--- config.mk ---
export PLATFORM = sky130hd
export DESIGN_NAME = alu_output_monitor
export DESIGN_NICKNAME = d
export VERILOG_FILES = /design/src/rtl/alu_mon_pkg.sv /design/src/rtl/alu_output_monitor_golden.sv /design/src/rtl/alu_output_monitor.sv
export SDC_FILE = /design/constraint.sdc
export NUM_CORES = 1
export LEC_CHECK = 0
export ABC_AREA = 1
export CAP_MARGIN = 20
export CORE_MARGIN = 8
export CORE_UTILIZATION = 30
export CTS_BUF_LIST = sky130_fd_sc_hd__clkbuf_16
export DETAILED_ROUTE_END_ITERATION = 8
export GPL_TIMING_DRIVEN = 0
export PLACE_DENSITY = 0.5
export REMOVE_ABC_BUFFERS = 1
export SLEW_MARGIN = 20
export SYNTH_ARGS = -nofsm -noshare
export SYNTH_HDL_FRONTEND = slang
export SYNTH_HIERARCHICAL = 1
export SYNTH_SLANG_ARGS = --single-unit
--- constraint.sdc ---
create_clock -name clk -period 5.1 [get_ports clk]
set_clock_uncertainty 0.1 [all_clocks]
set_input_delay 1.275 -clock clk [delete_from_list [all_inputs] [get_ports clk]]
set_output_delay 1.275 -clock clk [all_outputs]
set_load 0.05 [all_outputs]
--- src/rtl/alu_mon_pkg.sv ---
// Shared definitions for the ALU output monitor: opcode encodings and FSM states.
package alu_mon_pkg;

    localparam logic [1:0] OP_ADD = 2'b00;
    localparam logic [1:0] OP_SUB = 2'b01;
    localparam logic [1:0] OP_AND = 2'b10;
    localparam logic [1:0] OP_OR  = 2'b11;

    typedef enum logic [1:0] {
        IDLE    = 2'b00,
        MONITOR = 2'b01,
        ALARM   = 2'b10
    } state_e;

endpackage

--- src/rtl/alu_output_monitor_golden.sv ---
// Combinational reference ALU; all arithmetic wraps modulo 2^WIDTH.
module alu_golden_model
    import alu_mon_pkg::*;
#(
    parameter int WIDTH = 8
) (
    input  logic [WIDTH-1:0] a,
    input  logic [WIDTH-1:0] b,
    input  logic [1:0]       opcode,
    output logic [WIDTH-1:0] y
);

    // Select the reference result for the opcode.
    always_comb begin
        y = '0;
        case (opcode)
            OP_ADD:  y = a + b;
            OP_SUB:  y = a - b;
            OP_AND:  y = a & b;
            OP_OR:   y = a | b;
            default: y = '0;
        endcase
    end

endmodule

--- src/rtl/alu_output_monitor.sv ---
// ALU output monitor: accepts ALU transactions, recomputes the result in a
// 2-stage pipeline, counts mismatches, captures the first one and raises a
// sticky alarm at ALARM_THRESH mismatches.
// Optional: define ZERO_FLAG_CHECK_EN to also compare the DUT zero flag and
// expose cap_dut_zero.
module alu_output_monitor
    import alu_mon_pkg::*;
#(
    parameter int WIDTH        = 8,
    parameter int CNT_W        = 16,
    parameter int ALARM_THRESH = 1
) (
    input  logic             clk,
    input  logic             rst,
    input  logic             enable,
    input  logic             clear,
    input  logic             in_valid,
    output logic             in_ready,
    input  logic [WIDTH-1:0] a,
    input  logic [WIDTH-1:0] b,
    input  logic [1:0]       opcode,
    input  logic [WIDTH-1:0] dut_y,
    input  logic             dut_zero,
    output logic             mismatch_pulse,
    output logic             alarm,
    output logic [CNT_W-1:0] txn_count,
    output logic [CNT_W-1:0] mismatch_count,
    output logic             cap_valid,
    output logic [WIDTH-1:0] cap_a,
    output logic [WIDTH-1:0] cap_b,
    output logic [1:0]       cap_opcode,
    output logic [WIDTH-1:0] cap_dut_y,
    output logic [WIDTH-1:0] cap_exp_y
`ifdef ZERO_FLAG_CHECK_EN
    ,
    output logic             cap_dut_zero
`endif
);

    localparam logic [CNT_W-1:0] CNT_MAX = '1;
    localparam logic [CNT_W-1:0] THRESH  = CNT_W'(ALARM_THRESH);

    typedef struct packed {
        logic [WIDTH-1:0] a;
        logic [WIDTH-1:0] b;
        logic [1:0]       opcode;
        logic [WIDTH-1:0] dut_y;
    } txn_t;

    state_e           state_q;
    logic             in_ready_q, alarm_q;
    logic             accept;

    logic             s1_vld_q, s1_vld_d;
    txn_t             s1_txn_q, s1_txn_d;
    logic             s2_vld_q, s2_vld_d;
    logic             s2_mis_q, s2_mis_d;
    txn_t             s2_txn_q, s2_txn_d;
    logic [WIDTH-1:0] s2_exp_y_q, s2_exp_y_d;
    logic [WIDTH-1:0] exp_y;
    logic             mis_now;

    logic             pulse_q, pulse_d;
    logic [CNT_W-1:0] txn_cnt_q, txn_cnt_d;
    logic [CNT_W-1:0] mis_cnt_q, mis_cnt_d;
    logic             cap_vld_q, cap_vld_d;
    txn_t             cap_txn_q, cap_txn_d;
    logic [WIDTH-1:0] cap_exp_q, cap_exp_d;

    assign accept = in_valid & in_ready_q;

    // Reference result for the transaction sitting in S1.
    alu_golden_model #(.WIDTH(WIDTH)) u_golden (
        .a      (s1_txn_q.a),
        .b      (s1_txn_q.b),
        .opcode (s1_txn_q.opcode),
        .y      (exp_y)
    );

`ifdef ZERO_FLAG_CHECK_EN
    logic s1_dz_q, s2_dz_q, cap_dz_q;
    logic cap_dz_d;

    // Zero-flag side pipeline, follows the main transaction stages.
    always_ff @(posedge clk or posedge rst) begin
        if (rst) begin
            s1_dz_q  <= 1'b0;
            s2_dz_q  <= 1'b0;
            cap_dz_q <= 1'b0;
        end else begin
            s1_dz_q  <= dut_zero;
            s2_dz_q  <= s1_dz_q;
            cap_dz_q <= cap_dz_d;
        end
    end

    // Zero flag captured alongside the first mismatch.
    always_comb begin
        cap_dz_d = cap_dz_q;
        if (clear)
            cap_dz_d = 1'b0;
        else if (pulse_d && !cap_vld_q)
            cap_dz_d = s2_dz_q;
    end

    assign mis_now      = (s1_txn_q.dut_y != exp_y) | (s1_dz_q != (exp_y == '0));
    assign cap_dut_zero = cap_dz_q;
`else
    logic unused_dut_zero;
    assign unused_dut_zero = dut_zero;
    assign mis_now         = (s1_txn_q.dut_y != exp_y);
`endif

    // Next-state for pipeline, counters and capture; clear overrides everything.
    always_comb begin
        s1_vld_d   = accept;
        s1_txn_d   = '{a: a, b: b, opcode: opcode, dut_y: dut_y};
        s2_vld_d   = s1_vld_q;
        s2_mis_d   = s1_vld_q & mis_now;
        s2_txn_d   = s1_txn_q;
        s2_exp_y_d = exp_y;
        pulse_d    = s2_vld_q & s2_mis_q;
        txn_cnt_d  = txn_cnt_q;
        mis_cnt_d  = mis_cnt_q;
        cap_vld_d  = cap_vld_q;
        cap_txn_d  = cap_txn_q;
        cap_exp_d  = cap_exp_q;

        if (accept && txn_cnt_q != CNT_MAX)
            txn_cnt_d = txn_cnt_q + 1'b1;
        if (pulse_d && mis_cnt_q != CNT_MAX)
            mis_cnt_d = mis_cnt_q + 1'b1;
        if (pulse_d && !cap_vld_q) begin
            cap_vld_d = 1'b1;
            cap_txn_d = s2_txn_q;
            cap_exp_d = s2_exp_y_q;
        end

        if (clear) begin
            s1_vld_d  = 1'b0;
            s2_vld_d  = 1'b0;
            s2_mis_d  = 1'b0;
            pulse_d   = 1'b0;
            txn_cnt_d = '0;
            mis_cnt_d = '0;
            cap_vld_d = 1'b0;
            cap_txn_d = '0;
            cap_exp_d = '0;
        end
    end

    // Pipeline, counter and capture registers.
    always_ff @(posedge clk or posedge rst) begin
        if (rst) begin
            s1_vld_q   <= 1'b0;
            s1_txn_q   <= '0;
            s2_vld_q   <= 1'b0;
            s2_mis_q   <= 1'b0;
            s2_txn_q   <= '0;
            s2_exp_y_q <= '0;
            pulse_q    <= 1'b0;
            txn_cnt_q  <= '0;
            mis_cnt_q  <= '0;
            cap_vld_q  <= 1'b0;
            cap_txn_q  <= '0;
            cap_exp_q  <= '0;
        end else begin
            s1_vld_q   <= s1_vld_d;
            s1_txn_q   <= s1_txn_d;
            s2_vld_q   <= s2_vld_d;
            s2_mis_q   <= s2_mis_d;
            s2_txn_q   <= s2_txn_d;
            s2_exp_y_q <= s2_exp_y_d;
            pulse_q    <= pulse_d;
            txn_cnt_q  <= txn_cnt_d;
            mis_cnt_q  <= mis_cnt_d;
            cap_vld_q  <= cap_vld_d;
            cap_txn_q  <= cap_txn_d;
            cap_exp_q  <= cap_exp_d;
        end
    end

    // Monitor FSM with registered in_ready/alarm; ALARM only leaves on clear/rst.
    always_ff @(posedge clk or posedge rst) begin
        if (rst) begin
            state_q    <= IDLE;
            in_ready_q <= 1'b0;
            alarm_q    <= 1'b0;
        end else if (clear) begin
            state_q    <= IDLE;
            in_ready_q <= 1'b0;
            alarm_q    <= 1'b0;
        end else begin
            unique case (state_q)
                IDLE: begin
                    if (enable) begin
                        state_q    <= MONITOR;
                        in_ready_q <= 1'b1;
                    end
                end
                MONITOR: begin
                    if (mis_cnt_d >= THRESH) begin
                        state_q <= ALARM;
                        alarm_q <= 1'b1;
                    end else if (!enable) begin
                        state_q    <= IDLE;
                        in_ready_q <= 1'b0;
                    end
                end
                ALARM: begin
                    state_q <= ALARM;
                end
                default: begin
                    state_q    <= IDLE;
                    in_ready_q <= 1'b0;
                    alarm_q    <= 1'b0;
                end
            endcase
        end
    end

    assign in_ready       = in_ready_q;
    assign alarm          = alarm_q;
    assign mismatch_pulse = pulse_q;
    assign txn_count      = txn_cnt_q;
    assign mismatch_count = mis_cnt_q;
    assign cap_valid      = cap_vld_q;
    assign cap_a          = cap_txn_q.a;
    assign cap_b          = cap_txn_q.b;
    assign cap_opcode     = cap_txn_q.opcode;
    assign cap_dut_y      = cap_txn_q.dut_y;
    assign cap_exp_y      = cap_exp_q;

endmodule

==> flow_summary.html <==
<table>
<tr><th>Metric</th><th>Value</th></tr>
<tr><th colspan="2">CTS</th></tr>
<tr><td>Hold-fix buffers at CTS</td><td>0</td></tr>
<tr><td>Buffer depth of the longest clock path</td><td>2</td></tr>
<tr><td>CTS tree</td><td>done</td></tr>
<tr><td>TritonCTS sink count</td><td>135</td></tr>
<tr><td>Worst-skew pair later-pin latency</td><td>0.41 ns</td></tr>
<tr><td>Clock input transition at the sequential cells of the worst setup and hold paths</td><td>0.06 ns</td></tr>
<tr><td>Number of H-tree levels</td><td>4</td></tr>
<tr><td>Post-CTS Setup Repair Bufs</td><td>0</td></tr>
<tr><td>Buffer cell driving the clock tree root</td><td>clkbuf_16</td></tr>
<tr><td>Number of CTS-inserted buffers</td><td>17</td></tr>
<tr><td>Number of instances resized during post-cts repair</td><td>0</td></tr>
<tr><th colspan="2">Floorplanning</th></tr>
<tr><td>Num ports</td><td>102</td></tr>
<tr><td>Area of the core</td><td>20200 um^2</td></tr>
<tr><td>Number of cell rows</td><td>52</td></tr>
<tr><td>Initial core utilization</td><td>30.4%</td></tr>
<tr><td>Die Footprint</td><td>25300 um^2</td></tr>
<tr><td>Vertical die dimension</td><td>159 um</td></tr>
<tr><td>Die X</td><td>159 um</td></tr>
<tr><th colspan="2">Global route</th></tr>
<tr><td>Global routing usage on met2</td><td>19.9%</td></tr>
<tr><td>Residual overflow from global routing</td><td>0</td></tr>
<tr><td>Number of global-route vias before repair</td><td>4953</td></tr>
<tr><td>Pin count of the biggest net entering global routing</td><td>76</td></tr>
<tr><td>Layer with the highest usage after global routing</td><td>met2</td></tr>
<tr><td>Met1 layer usage reported by global route</td><td>15.9%</td></tr>
<tr><td>Global-route usage over all layers</td><td>12.4%</td></tr>
<tr><td>Wire length of the first global-routing pass</td><td>25.6 mm</td></tr>
<tr><td>Met3 track demand over resource</td><td>3.62%</td></tr>
<tr><td>Number of antenna violations at the first check in global routing</td><td>0</td></tr>
<tr><th colspan="2">Power</th></tr>
<tr><td>Power density relative to cell area</td><td>337 nW/um^2</td></tr>
<tr><td>Power Total</td><td>2.73 mW</td></tr>
<tr><td>Leakage power</td><td>3.74 nW</td></tr>
<tr><td>Highest ir drop seen on vdd</td><td>229 uV</td></tr>
<tr><th colspan="2">Worst setup path</th></tr>
<tr><td>Crit Path Category</td><td>primary input to register</td></tr>
<tr><td>CP Cell Sequence</td><td>clkdlybuf4s50_1, inv_4, buf_12, nand3_1, nand4_1, nor2_1, nand2_1, nand2_2, nand3_2, nand2_1, nand2_1</td></tr>
<tr><td>Number of cells on the worst reg-to-reg path</td><td>19</td></tr>
<tr><td>Arrival time of data at the critical path endpoint</td><td>3.55 ns</td></tr>
<tr><td>Kind of end point of the critical path</td><td>register</td></tr>
<tr><td>Critical-path cell with the highest stage delay</td><td>clkdlybuf4s50_1</td></tr>
<tr><td>Delay of the slowest critical-path stage</td><td>0.88 ns</td></tr>
<tr><td>Critical path required time</td><td>5.30 ns</td></tr>
<tr><td>Launching element type of the critical path</td><td>primary input</td></tr>
<tr><td>Critical-path maximum fanout</td><td>42</td></tr>
<tr><td>Most prevalent standard cell on the critical path</td><td>nand2_1</td></tr>
<tr><th colspan="2">Drt</th></tr>
<tr><td>Wire length per cell</td><td>13.9 um</td></tr>
<tr><td>Total wire length</td><td>14.9 mm</td></tr>
<tr><td>Vias after detailed routing</td><td>4733</td></tr>
<tr><td>Drt drc</td><td>0</td></tr>
<tr><td>Routed vias/inst</td><td>4.40</td></tr>
<tr><td>ANT nets after route</td><td>0</td></tr>
<tr><td>First-pass detailed-route iteration total</td><td>4</td></tr>
<tr><td>First DRT Iteration DRCs</td><td>247</td></tr>
<tr><th colspan="2">Layout</th></tr>
<tr><td>Layout cell share with drive strength beyond 1</td><td>9.55%</td></tr>
<tr><td>Filler cell count in the final layout</td><td>2054</td></tr>
<tr><td>Ant. Diodes</td><td>0</td></tr>
<tr><td>FF/Latch Area</td><td>3380 um^2</td></tr>
<tr><td>Final non-filler cell total</td><td>1076</td></tr>
<tr><td>P&amp;R area growth vs syn</td><td>31.8%</td></tr>
<tr><td>Core utilization of the finished layout</td><td>40.1%</td></tr>
<tr><td>Final nets</td><td>838</td></tr>
<tr><td>Multi-input gate area in the final layout</td><td>2230 um^2</td></tr>
<tr><th colspan="2">STA</th></tr>
<tr><td>Total Neg Setup Slack</td><td>0 ns</td></tr>
<tr><td>Setup repair after global routing missed its margin</td><td>no</td></tr>
<tr><td>Final slew viol count</td><td>0</td></tr>
<tr><td>Portion of the clock cycle consumed by the worst path in the final layout</td><td>65.7%</td></tr>
<tr><td>Tmin final</td><td>3.35 ns</td></tr>
<tr><td>Final hold viol count</td><td>0</td></tr>
<tr><td>Pin slew with the least headroom to its limit</td><td>0.662 ns</td></tr>
<tr><td># setup viols final</td><td>0</td></tr>
<tr><td>Max_slew headroom</td><td>55.8%</td></tr>
<tr><td>Maximum achievable frequency</td><td>298 MHz</td></tr>
<tr><th colspan="2">Synthesis</th></tr>
<tr><td>Count of yosys warnings during synthesis</td><td>6</td></tr>
<tr><td>Cell Area, Synth</td><td>6140 um^2</td></tr>
<tr><td>Number of enable-type register cells in the synthesized netlist</td><td>0</td></tr>
<tr><td>Top flip-flop cell by instance count after synthesis</td><td>dfrtp_1</td></tr>
<tr><td>Count of different cell masters after synthesis</td><td>38</td></tr>
<tr><td>Top cell type by total area after synthesis</td><td>dfrtp_1</td></tr>
<tr><td>Async set-reset flop share out of synthesis</td><td>100%</td></tr>
<tr><td>Post-synthesis sequential element count</td><td>135</td></tr>
<tr><td>Sequential element share of the synthesized area</td><td>55.0%</td></tr>
<tr><td>Number of cells produced by synthesis</td><td>687</td></tr>
<tr><td>Post-synth top area share</td><td>55.0%</td></tr>
<tr><td>Largest cells by area after synthesis</td><td>dfrtp_1, nand2_1, inv_1</td></tr>
<tr><td>Post-Syn Area per Cell</td><td>8.93 um^2</td></tr>
<tr><th colspan="2">Placement</th></tr>
<tr><td>Placed wire-length estimate after detailed placement</td><td>10.6 mm</td></tr>
<tr><td>Post-placement cell count</td><td>1044</td></tr>
<tr><td>IO Port Bufs</td><td>100</td></tr>
<tr><td>Routability-driven placement congestion ratio</td><td>0.800</td></tr>
<tr><th colspan="2">Flow run</th></tr>
<tr><td>Count of maximum capacitance violations</td><td>0</td></tr>
<tr><th colspan="2">Hold path</th></tr>
<tr><td>Hold Path Class</td><td>register to register</td></tr>
<tr><td>Worst hold stages</td><td>0</td></tr>
<tr><th colspan="2">Run status</th></tr>
<tr><td>Outcome</td><td>complete, no violations</td></tr>
</table>
report_power, final:
group	switching, mW	total [mW]	internal, mW
Sequential	0.0367	1.17	1.13
Clock	0.481	1.20	0.720
Combinational	0.233	0.362	0.129
Total	0.750	2.73	1.98
metrics by stage:
stage	area [um^2]	worst slack [ns]	hold slack (ns)
6_report	8090	1.75	0.272
3_5_place_dp	7510	1.32	0.264
5_1_grt	8090	1.53	0.274
4_1_cts	8090	1.75	0.274
2_1_floorplan	6040	0.114	0.254
3_3_place_gp	7380	-2.80	0.265
synthesized netlist by cell type (all sizes together) (3+ instances only):
master and count:
ha 12, o211ai 3, a31oi 4, nor3 12
inv 119, dfrtp 135, a21oi 20, o21ai 56
nor4 5, nand4 13, xor2 11, nor2 52
nand2 137, nand3 75, clkbuf 15, xnor2 7
final cells by class:
type	count	area share [%]
clock buffers	17	5.26
clock inverters	15	1.92
inverters	120	5.69
multi-input cells	415	27.5
flip-flops and latches	135	41.8
well taps	270	4.18
repair buffers	104	13.6
worst max-delay path, delay by kind of cell:
kind	cells	cell delay [ns]
buf+inv	3	1.42
simple gates	8	0.83
cell families (layout without fill, tap and decap cells):
family / count (synthesis) / after routing / synth area share (%)
AND/OR/NAND/NOR: 296 / 296 / 22.7
buffers and inverters: 137 / 256 / 8.85
flip-flops: 135 / 135 / 55.0
AO/OA/AOI/OAI: 88 / 88 / 8.11
XOR/XNOR: 18 / 18 / 2.57
adder cells (fa/ha/maj): 13 / 13 / 2.77
final timing paths:
check / end / slack (ns) / from
setup / recovery: in_ready$_DFFE_PP0P_ / 1.75 / clear
hold / removal: s2_txn_q[1]$_DFF_PP0_ / 0.27 / s1_txn_q[1]$_DFF_PP0_
setup reg to reg: s2_mis_q$_DFF_PP0_ / 1.86 / s1_txn_q[10]$_DFF_PP0_
hold reg to reg: s2_txn_q[1]$_DFF_PP0_ / 0.27 / s1_txn_q[1]$_DFF_PP0_
max in group asynchronous: txn_count[14]$_DFFE_PP0P_ / 2.98 / rst
min in group asynchronous: mismatch_count[5]$_DFF_PP0_ / 1.19 / rst
cell usage in the layout, fill, tap and decap left out, types with 2 or more instances in the layout:
cell type          n
nor2_2             6
nand2_2           11
a31oi_1            4
bufinv_16          2
clkdlybuf4s50_1  100
inv_2              4
o21ai_1            2
clkbuf_16         17
nand3_1           72
nor3_2             2
inv_6              2
o21ai_0           52
clkinv_4           3
nand2_4            3
o21ai_4            2
nor4_1             5
xor2_1            11
a21oi_1           16
nor2_1            42
nand3_2            3
inv_1            114
nand2_1          123
xnor2_1            7
a21oi_2            4
nand4_1           13
nor2_4             4
ha_1              12
clkinv_2           2
clkinvlp_4         5
dfrtp_1          135
nor3_1            10
o211ai_1           3
buf_16             3
state kept, by name, summed over array words and instances (netlist names), 2 cells and up:
signal          count
s1_txn_q           26
s2_txn_q           26
mismatch_count     16
txn_count          16
cap_a               8
cap_b               8
cap_dut_y           8
cap_exp_y           8
s2_exp_y_q          8
cap_opcode          2
state_q             2
metal layers:
metal	wire, um	part of all wire (%)
met2	6940	47
met5	0	0
met3	529	3.5
met4	226	1.5
met1	7220	48
(Power assumes the default switching activity.)
